## config.mk

```make
export PLATFORM = sky130hd
export DESIGN_NAME = seg7_scan_decoder_flat
export DESIGN_NICKNAME = d
export VERILOG_FILES = /design/src/rtl/seg7_scan_decoder_if.sv /design/src/rtl/seg7_scan_decoder.sv /design/src/flat_wrapper.sv
export SDC_FILE = /design/constraint.sdc
export NUM_CORES = 1
export LEC_CHECK = 0
export ABC_AREA = 1
export CAP_MARGIN = 20
export CORE_MARGIN = 10
export CORE_UTILIZATION = 59
export DETAILED_ROUTE_END_ITERATION = 12
export GPL_TIMING_DRIVEN = 0
export PLACE_DENSITY_LB_ADDON = 0.05
export SETUP_SLACK_MARGIN = 0.4
export SLEW_MARGIN = 20
export SYNTH_ARGS = -nofsm -noshare
export SYNTH_HDL_FRONTEND = slang
export SYNTH_SLANG_ARGS = --single-unit
```

## constraint.sdc

```tcl
create_clock -name clk -period 2.3 [get_ports clk]
set_input_delay 0.345 -clock clk [delete_from_list [all_inputs] [get_ports clk]]
set_output_delay 0.345 -clock clk [all_outputs]
set_load 0.02 [all_outputs]
```

## src/rtl/seg7_scan_decoder_if.sv

```systemverilog
// Multiplexed 7-segment display bus as seen by the scan decoder, plus the
// decoded frame results it publishes back.
interface seg7_scan_decoder_if;
  logic [6:0] seg_in;
  logic       dig0;
  logic       dig1;
  logic       dig2;
  logic       dig3;
  logic       frame_valid;
  logic [6:0] bottle_count;
  logic [6:0] cork_count;
  logic       frame_err;
  logic       bus_err;
  logic       stale;

  modport master (
    output seg_in, dig0, dig1, dig2, dig3,
    input  frame_valid, bottle_count, cork_count, frame_err, bus_err, stale
  );

  modport slave (
    input  seg_in, dig0, dig1, dig2, dig3,
    output frame_valid, bottle_count, cork_count, frame_err, bus_err, stale
  );
endinterface

```

## src/rtl/seg7_scan_decoder.sv

```systemverilog
// Recovers the four BCD digits from a time-multiplexed 7-segment bus and
// publishes bottle/cork counts once every digit has been captured.
module seg7_scan_decoder #(
  parameter int SETTLE         = 4,
  parameter bit SEG_ACTIVE_LOW = 1'b1,
  parameter int STALE_CYCLES   = 65535
) (
  input logic                clk,
  input logic                rst,
  seg7_scan_decoder_if.slave bus
);

  localparam logic [7:0]  SETTLE_M1 = 8'(SETTLE - 1);
  localparam logic [19:0] STALE_MAX = 20'(STALE_CYCLES);

  // {invalid, value}; anything off-table decodes to 0 and is flagged
  function automatic logic [4:0] decode(input logic [6:0] s);
    case (s)
      7'b0111111: decode = {1'b0, 4'd0};
      7'b0000110: decode = {1'b0, 4'd1};
      7'b1011011: decode = {1'b0, 4'd2};
      7'b1001111: decode = {1'b0, 4'd3};
      7'b1100110: decode = {1'b0, 4'd4};
      7'b1101101: decode = {1'b0, 4'd5};
      7'b1111101: decode = {1'b0, 4'd6};
      7'b0000111: decode = {1'b0, 4'd7};
      7'b1111111: decode = {1'b0, 4'd8};
      7'b1101111: decode = {1'b0, 4'd9};
      default:    decode = {1'b1, 4'd0};
    endcase
  endfunction

  logic [6:0]      r_seg, r_seg_prev;
  logic [3:0]      r_en, r_en_prev;
  logic [7:0]      r_cnt;
  logic [3:0]      r_mask, r_inv;
  logic [3:0][3:0] r_val;
  logic            r_frame_valid, r_frame_err, r_bus_err;
  logic [6:0]      r_bottle, r_cork;
  logic [19:0]     r_stale_cnt;

  logic       w_en_multi, w_en_one, w_same, w_publish;
  logic [7:0] w_cnt_nxt;
  logic [3:0] w_mask_eff, w_cap_vec;
  logic [4:0] w_dec;
  logic [6:0] w_bottle, w_cork;

  always_comb begin
    w_en_multi = |(r_en & (r_en - 4'd1));
    w_en_one   = (r_en != 4'd0) && !w_en_multi;
    w_same     = (r_en == r_en_prev) && (r_seg == r_seg_prev);
    w_cnt_nxt  = 8'd0;
    if (w_en_one && w_same)
      w_cnt_nxt = (r_cnt == 8'hFF) ? r_cnt : r_cnt + 8'd1;
    w_publish  = &r_mask;
    // a publish frees every slot this cycle, so a coincident capture lands in the next frame
    w_mask_eff = w_publish ? 4'd0 : r_mask;
    w_cap_vec  = 4'd0;
    if (w_en_one && (w_cnt_nxt == SETTLE_M1))
      w_cap_vec = r_en & ~w_mask_eff;
    w_dec      = decode(r_seg);
    w_bottle   = {3'b0, r_val[0]} * 7'd10 + {3'b0, r_val[1]};
    w_cork     = {3'b0, r_val[2]} * 7'd10 + {3'b0, r_val[3]};
  end

  always_ff @(posedge clk) begin
    if (rst) begin
      r_seg         <= '0;
      r_seg_prev    <= '0;
      r_en          <= '0;
      r_en_prev     <= '0;
      r_cnt         <= '0;
      r_mask        <= '0;
      r_inv         <= '0;
      r_val         <= '0;
      r_frame_valid <= 1'b0;
      r_frame_err   <= 1'b0;
      r_bus_err     <= 1'b0;
      r_bottle      <= '0;
      r_cork        <= '0;
      r_stale_cnt   <= '0;
    end else begin
      r_seg      <= SEG_ACTIVE_LOW ? ~bus.seg_in : bus.seg_in;
      r_en       <= ~{bus.dig3, bus.dig2, bus.dig1, bus.dig0};
      r_seg_prev <= r_seg;
      r_en_prev  <= r_en;
      r_cnt      <= w_cnt_nxt;
      if (w_en_multi)
        r_bus_err <= 1'b1;

      r_mask <= w_mask_eff | w_cap_vec;
      r_inv  <= (w_publish ? 4'd0 : r_inv) | (w_dec[4] ? w_cap_vec : 4'd0);
      for (int i = 0; i < 4; i++)
        if (w_cap_vec[i]) r_val[i] <= w_dec[3:0];

      r_frame_valid <= w_publish;
      if (w_publish) begin
        r_frame_err <= |r_inv;
        if (!(|r_inv)) begin
          r_bottle <= w_bottle;
          r_cork   <= w_cork;
        end
      end

      if (r_frame_valid)
        r_stale_cnt <= '0;
      else if (r_stale_cnt != STALE_MAX)
        r_stale_cnt <= r_stale_cnt + 20'd1;
    end
  end

  assign bus.frame_valid  = r_frame_valid;
  assign bus.bottle_count = r_bottle;
  assign bus.cork_count   = r_cork;
  assign bus.frame_err    = r_frame_err;
  assign bus.bus_err      = r_bus_err;
  assign bus.stale        = (r_stale_cnt == STALE_MAX);

endmodule

```

## src/flat_wrapper.sv

```systemverilog
// flat-port wrapper written by rule: the top's interface ports become plain ports
module seg7_scan_decoder_flat 
#(
  parameter int SETTLE         = 4,
  parameter bit SEG_ACTIVE_LOW = 1'b1,
  parameter int STALE_CYCLES   = 65535
)
  (clk, rst, bus_seg_in, bus_dig0, bus_dig1, bus_dig2, bus_dig3, bus_frame_valid, bus_bottle_count, bus_cork_count, bus_frame_err, bus_bus_err, bus_stale);
  seg7_scan_decoder_if bus_i ();
  input logic clk;
  input logic rst;
  input wire logic [$bits(bus_i.seg_in)-1:0] bus_seg_in;
  input wire logic [$bits(bus_i.dig0)-1:0] bus_dig0;
  input wire logic [$bits(bus_i.dig1)-1:0] bus_dig1;
  input wire logic [$bits(bus_i.dig2)-1:0] bus_dig2;
  input wire logic [$bits(bus_i.dig3)-1:0] bus_dig3;
  output wire logic [$bits(bus_i.frame_valid)-1:0] bus_frame_valid;
  output wire logic [$bits(bus_i.bottle_count)-1:0] bus_bottle_count;
  output wire logic [$bits(bus_i.cork_count)-1:0] bus_cork_count;
  output wire logic [$bits(bus_i.frame_err)-1:0] bus_frame_err;
  output wire logic [$bits(bus_i.bus_err)-1:0] bus_bus_err;
  output wire logic [$bits(bus_i.stale)-1:0] bus_stale;
  assign bus_i.seg_in = bus_seg_in;
  assign bus_i.dig0 = bus_dig0;
  assign bus_i.dig1 = bus_dig1;
  assign bus_i.dig2 = bus_dig2;
  assign bus_i.dig3 = bus_dig3;
  assign bus_frame_valid = bus_i.frame_valid;
  assign bus_bottle_count = bus_i.bottle_count;
  assign bus_cork_count = bus_i.cork_count;
  assign bus_frame_err = bus_i.frame_err;
  assign bus_bus_err = bus_i.bus_err;
  assign bus_stale = bus_i.stale;
  seg7_scan_decoder #(.SETTLE(SETTLE), .SEG_ACTIVE_LOW(SEG_ACTIVE_LOW), .STALE_CYCLES(STALE_CYCLES)) u_core (.clk(clk), .rst(rst), .bus(bus_i));
endmodule
```

# Word-level counts from Yosys, hierarchy flattened
# Cells that the tools add are included.
# word_totals
reg_bits	91
input_bits	13
output_inout_bits	18
# op_classes
n_mul	2
n_addsub	5
n_eq_ne	16
n_mux	7
n_reduce_logical	11
bitwise	8
# ops
op	n
$pmux W5 S10	1
$eq A7 B7 Y1 const B	7
$add A20 B1 Y20 const B	1
$eq A20 B16 Y1 const B	1
$ne A20 B16 Y1 const B	1
$mux W4	4
$mux W8	2
$add A7 B4 Y7	2
$eq A7 B3 Y1 const B	2
$mul A4 B3 Y6 const B	2
$add A8 B1 Y8 const B	1
$and A4 B4 Y4	2
$eq A8 B2 Y1 const B	1
$eq A8 B8 Y1 const B	1
$not A4 Y4	2
$or A4 B4 Y4	2
$reduce_or A4 Y1	2
$eq A7 B6 Y1 const B	1
$eq A7 B7 Y1	1
$not A7 Y7	1
$reduce_and A5 Y1	1
$eq A4 B4 Y1	1
$logic_and A1 B1 Y1	4
$reduce_and A4 Y1	1
other kinds (5)	5

# Logic depth before layout (Yosys ltp)
# depth
ltp_word	12
ltp_mapped	14
depth_no_buf	14

# Worst setup path after synthesis
# Ideal clock, no wire load.
# synth_timing
path_kind	flip-flop to output port
startpoint	register u_core.r_stale_cnt[0]
endpoint	output port bus_stale
arrival_time_ns	1.704
required_ns	1.955
path_slack_ns	0.251
path_stages_with_launch	7
cell_sequence	dfxtp_1 ha_1 clkbuf_1 nand4_1 nor2_1 nand2_1 nor4_1
# synth_between
elab_chain_len	1
# synth_rtl
element	line_no	source
start: declaration	seg7_scan_decoder.sv:40	logic [19:0] r_stale_cnt;
start signal: assignment	seg7_scan_decoder.sv:108	r_stale_cnt <= r_stale_cnt + 20'd1;
$eq A20 B16 Y1	seg7_scan_decoder.sv:117	assign bus.stale = (r_stale_cnt == STALE_MAX);
end: declaration	flat_wrapper.sv:22	output wire logic [$bits(bus_i.stale)-1:0] bus_stale;
# No other way between the ends.

# Worst setup path after layout
# layout_timing
startpoint	register u_core.r_stale_cnt[7]
endpoint	output port bus_stale
# The elaborated chain is that of the path after synthesis.

==> flow_summary.json <==
{
  "status": "complete, no violations",
  "yosysWarningCount": 0,
  "r2r_end": "u_core.r_stale_cnt[14]",
  "path_clk_slew_ns": 0.09,
  "worstPathMaxFanout": 4,
  "cp_slowest_stage_delay_ns": 0.37,
  "syn-cell-area_um2": 4660,
  "design.die.area_um2": 11800,
  "hold_depth": 2,
  "required_ns": 1.96,
  "area_growth_pct": 29.2,
  "max_clock_freq_ghz": 0.468,
  "critical_path_class": "flop to output pin",
  "power_mw": 3.21,
  "whs_endpoint": "u_core.r_mask[0]",
  "clkLatencyLatePin_ns": 0.37,
  "overflow": 0,
  "critPathLaunchType": "flop",
  "clock_path_buffers": 2,
  "rr_worst_depth": 15,
  "tightest_slew_ns": 0.787,
  "port_buffers": 29,
  "coreArea_um2": 7690,
  "place_area_um2": 5080,
  "fillers": 534,
  "routed_via_density": 5.31,
  "seq_area_frac_synth_pct": 39.1,
  "grt_pass1_vias": 4228,
  "worst_path_max_delay_cell": "dfxtp_2",
  "h-tree-depth": 3,
  "grt_max_degree": 15,
  "avgSynthCellArea_um2": 7.02,
  "postSynthCellCount": 663,
  "fin_area_um2": 6010,
  "drc": 0,
  "powerDensity_nw_per_um2": 533,
  "die_h_um": 109,
  "period_needed_ns": 2.14,
  "grt_usage_pct": 18.9,
  "yosysUniqueCellTypes": 36,
  "cp-startpoint": "u_core.r_stale_cnt[7]",
  "slew_headroom_pct": 46.7,
  "cp_num_buf_inv": 1,
  "mostFrequentLayoutCell": "nand2_1",
  "rsz0062_at_grt": "true",
  "drt-pass1-iter-count": 5,
  "cts-root-buf": "clkbuf_8",
  "cpLargestDelayFamily": "simple AND/OR/NAND/NOR gates",
  "setup-violations-final": 0,
  "cts_buffers": 9,
  "whs_ns": 0.402,
  "drive_gt1_share_pct": 24.6,
  "layout.nets": 781,
  "cts.sinks": 91,
  "timing.rr.start": "u_core.r_stale_cnt[7]",
  "vias": 4552,
  "yosys.area.top_type": "dfxtp_1",
  "finClkSkew_ns": 0.0124,
  "arrival_ns": 1.79,
  "synthesis.nets": 694,
  "mostFrequentLayoutCells": "136 x nand2_1, 95 x nor2_1, 88 x inv_1, 66 x dfxtp_1, 45 x buf_4",
  "cap_violations": 0,
  "gp_congestion": 0.930,
  "crit_chain": "nand2_4 -> nor3_4 -> nand4_1 -> nor2_2 -> nand2_2 -> nor4_2 -> buf_4",
  "ctsHoldBuffers": 0,
  "ant_nets": 0,
  "grt_first_pass_wirelength_mm": 18.5,
  "routed_wl_mm": 12.1,
  "drt-initial-drc-count": 249,
  "dp_hpwl_mm": 7.46,
  "synth_top_area_share_pct": 39.1,
  "p_leak_nw": 2.68,
  "die_w_um": 109,
  "hold_class": "primary input to flop",
  "fin_crit_sh_pct": 92.9,
  "diodes": 0,
  "start_util_pct": 60.6,
  "ys_top_cells_by_area": "dfxtp_1 39%, nand2_1 13%, nor2_1 8.4%, inv_1 7.6%, nand3_1 4.7%",
  "rows": 32,
  "io_pins": 31,
  "yosys_register_bits": 91,
  "cts_tree": "done",
  "grt_antenna_before_repair": 0,
  "r2r_slack_ns": 0.19,
  "maxSlewViolCount": 0,
  "end_kind": "output pin",
  "ir_worst_vdd_mv": 0.415,
  "min_from": "rst",
  "hold_violations": 0,
  "wl_per_cell_um": 14.1
}
logic make-up after synthesis:
| kind of cell | synth area share [%] |
|---|---|
| and+or+nand+nor | 34.6 |
| adders and majority gates | 5.48 |
| buffers and inverters | 9.83 |
| DFF | 39.1 |
| xor gates and xnor gates | 3.95 |
| AOI/OAI and AO/OA | 7.07 |
cells in the mapped netlist (all sizes together):
cell,n
inv,104
dfxtp,91
nand3,49
a21oi,20
o21ai,28
o311ai,1
or2,2
nand2,162
nor2,113
xnor2,8
buf,5
nand3b,3
nor4,6
clkbuf,9
a31oi,9
clkinv,1
xor2,13
a211oi,2
ha,14
nand4,12
nor3,5
fa,4
o221ai,1
and3,1
metal layers:
metal / track usage (%) / share of wire, % / wire, um
met1: 22.0 / 42 / 5020
met2: 32.4 / 50 / 6030
met3: 5.13 / 6.0 / 728
met4: 7.44 / 2.5 / 298
met5: 0 / 0 / 0
worst max path at each step:
stage,cells past startpoint,endpoint,slack [ns]
2_1_floorplan,11,u_core.bus.bottle_count[6],0.48
3_3_place_gp,7,bus_stale,-0.07
3_5_place_dp,7,bus_stale,-0.10
4_1_cts,7,bus_stale,0.27
5_1_grt,7,bus_stale,0.05
6_report,7,bus_stale,0.16
registers in the layout, summed over array words and instances, names as in the netlist, 7 cells and up:
signal,count
u_core.r_stale_cnt,20
u_core.r_val,16
u_core.r_cnt,8
u_core.bus.bottle_count,7
u_core.bus.cork_count,7
u_core.r_seg,7
u_core.r_seg_prev,7
timing repair:
action / CTS / global route
resized for setup: 40 / 77
buffers inserted: 35 / 11
cloned: 0 / 1
endpoints found under the setup margin: 29 / 52
pin swaps: 18 / 36
per-stage QoR:
stage | setup slack [ns] | cells | TNS (ns) | util (%)
floorplan | 0.477 | 663 | 0 | -
global placement | -0.0735 | 794 | -0.0735 | 66.1
detailed placement | -0.104 | 794 | -0.104 | 66.1
CTS | 0.273 | 845 | 0 | 74.2
global route | 0.0499 | 857 | 0 | 78.2
finish | 0.164 | 857 | 0 | 78.2
power breakdown:
| group | total, mW | internal, mW | switching (mW) |
|---|---|---|---|
| clock network | 1.39 | 0.831 | 0.559 |
| logic | 0.193 | 0.0759 | 0.117 |
| registers | 1.62 | 1.60 | 0.0231 |
| total | 3.21 | 2.51 | 0.699 |
layout make-up:
cell class	instances	area, um2	area share, %
clock buffers	11	131	2.18
flip-flops and latches	91	1850	30.8
multi-input cells	454	2660	44.2
plain buffers	14	77.6	1.29
well taps	102	128	2.12
clock inverters	5	125	2.08
repair buffers	75	644	10.7
inverters	105	394	6.55
Note: power is estimated with default switching activity, not from simulation.
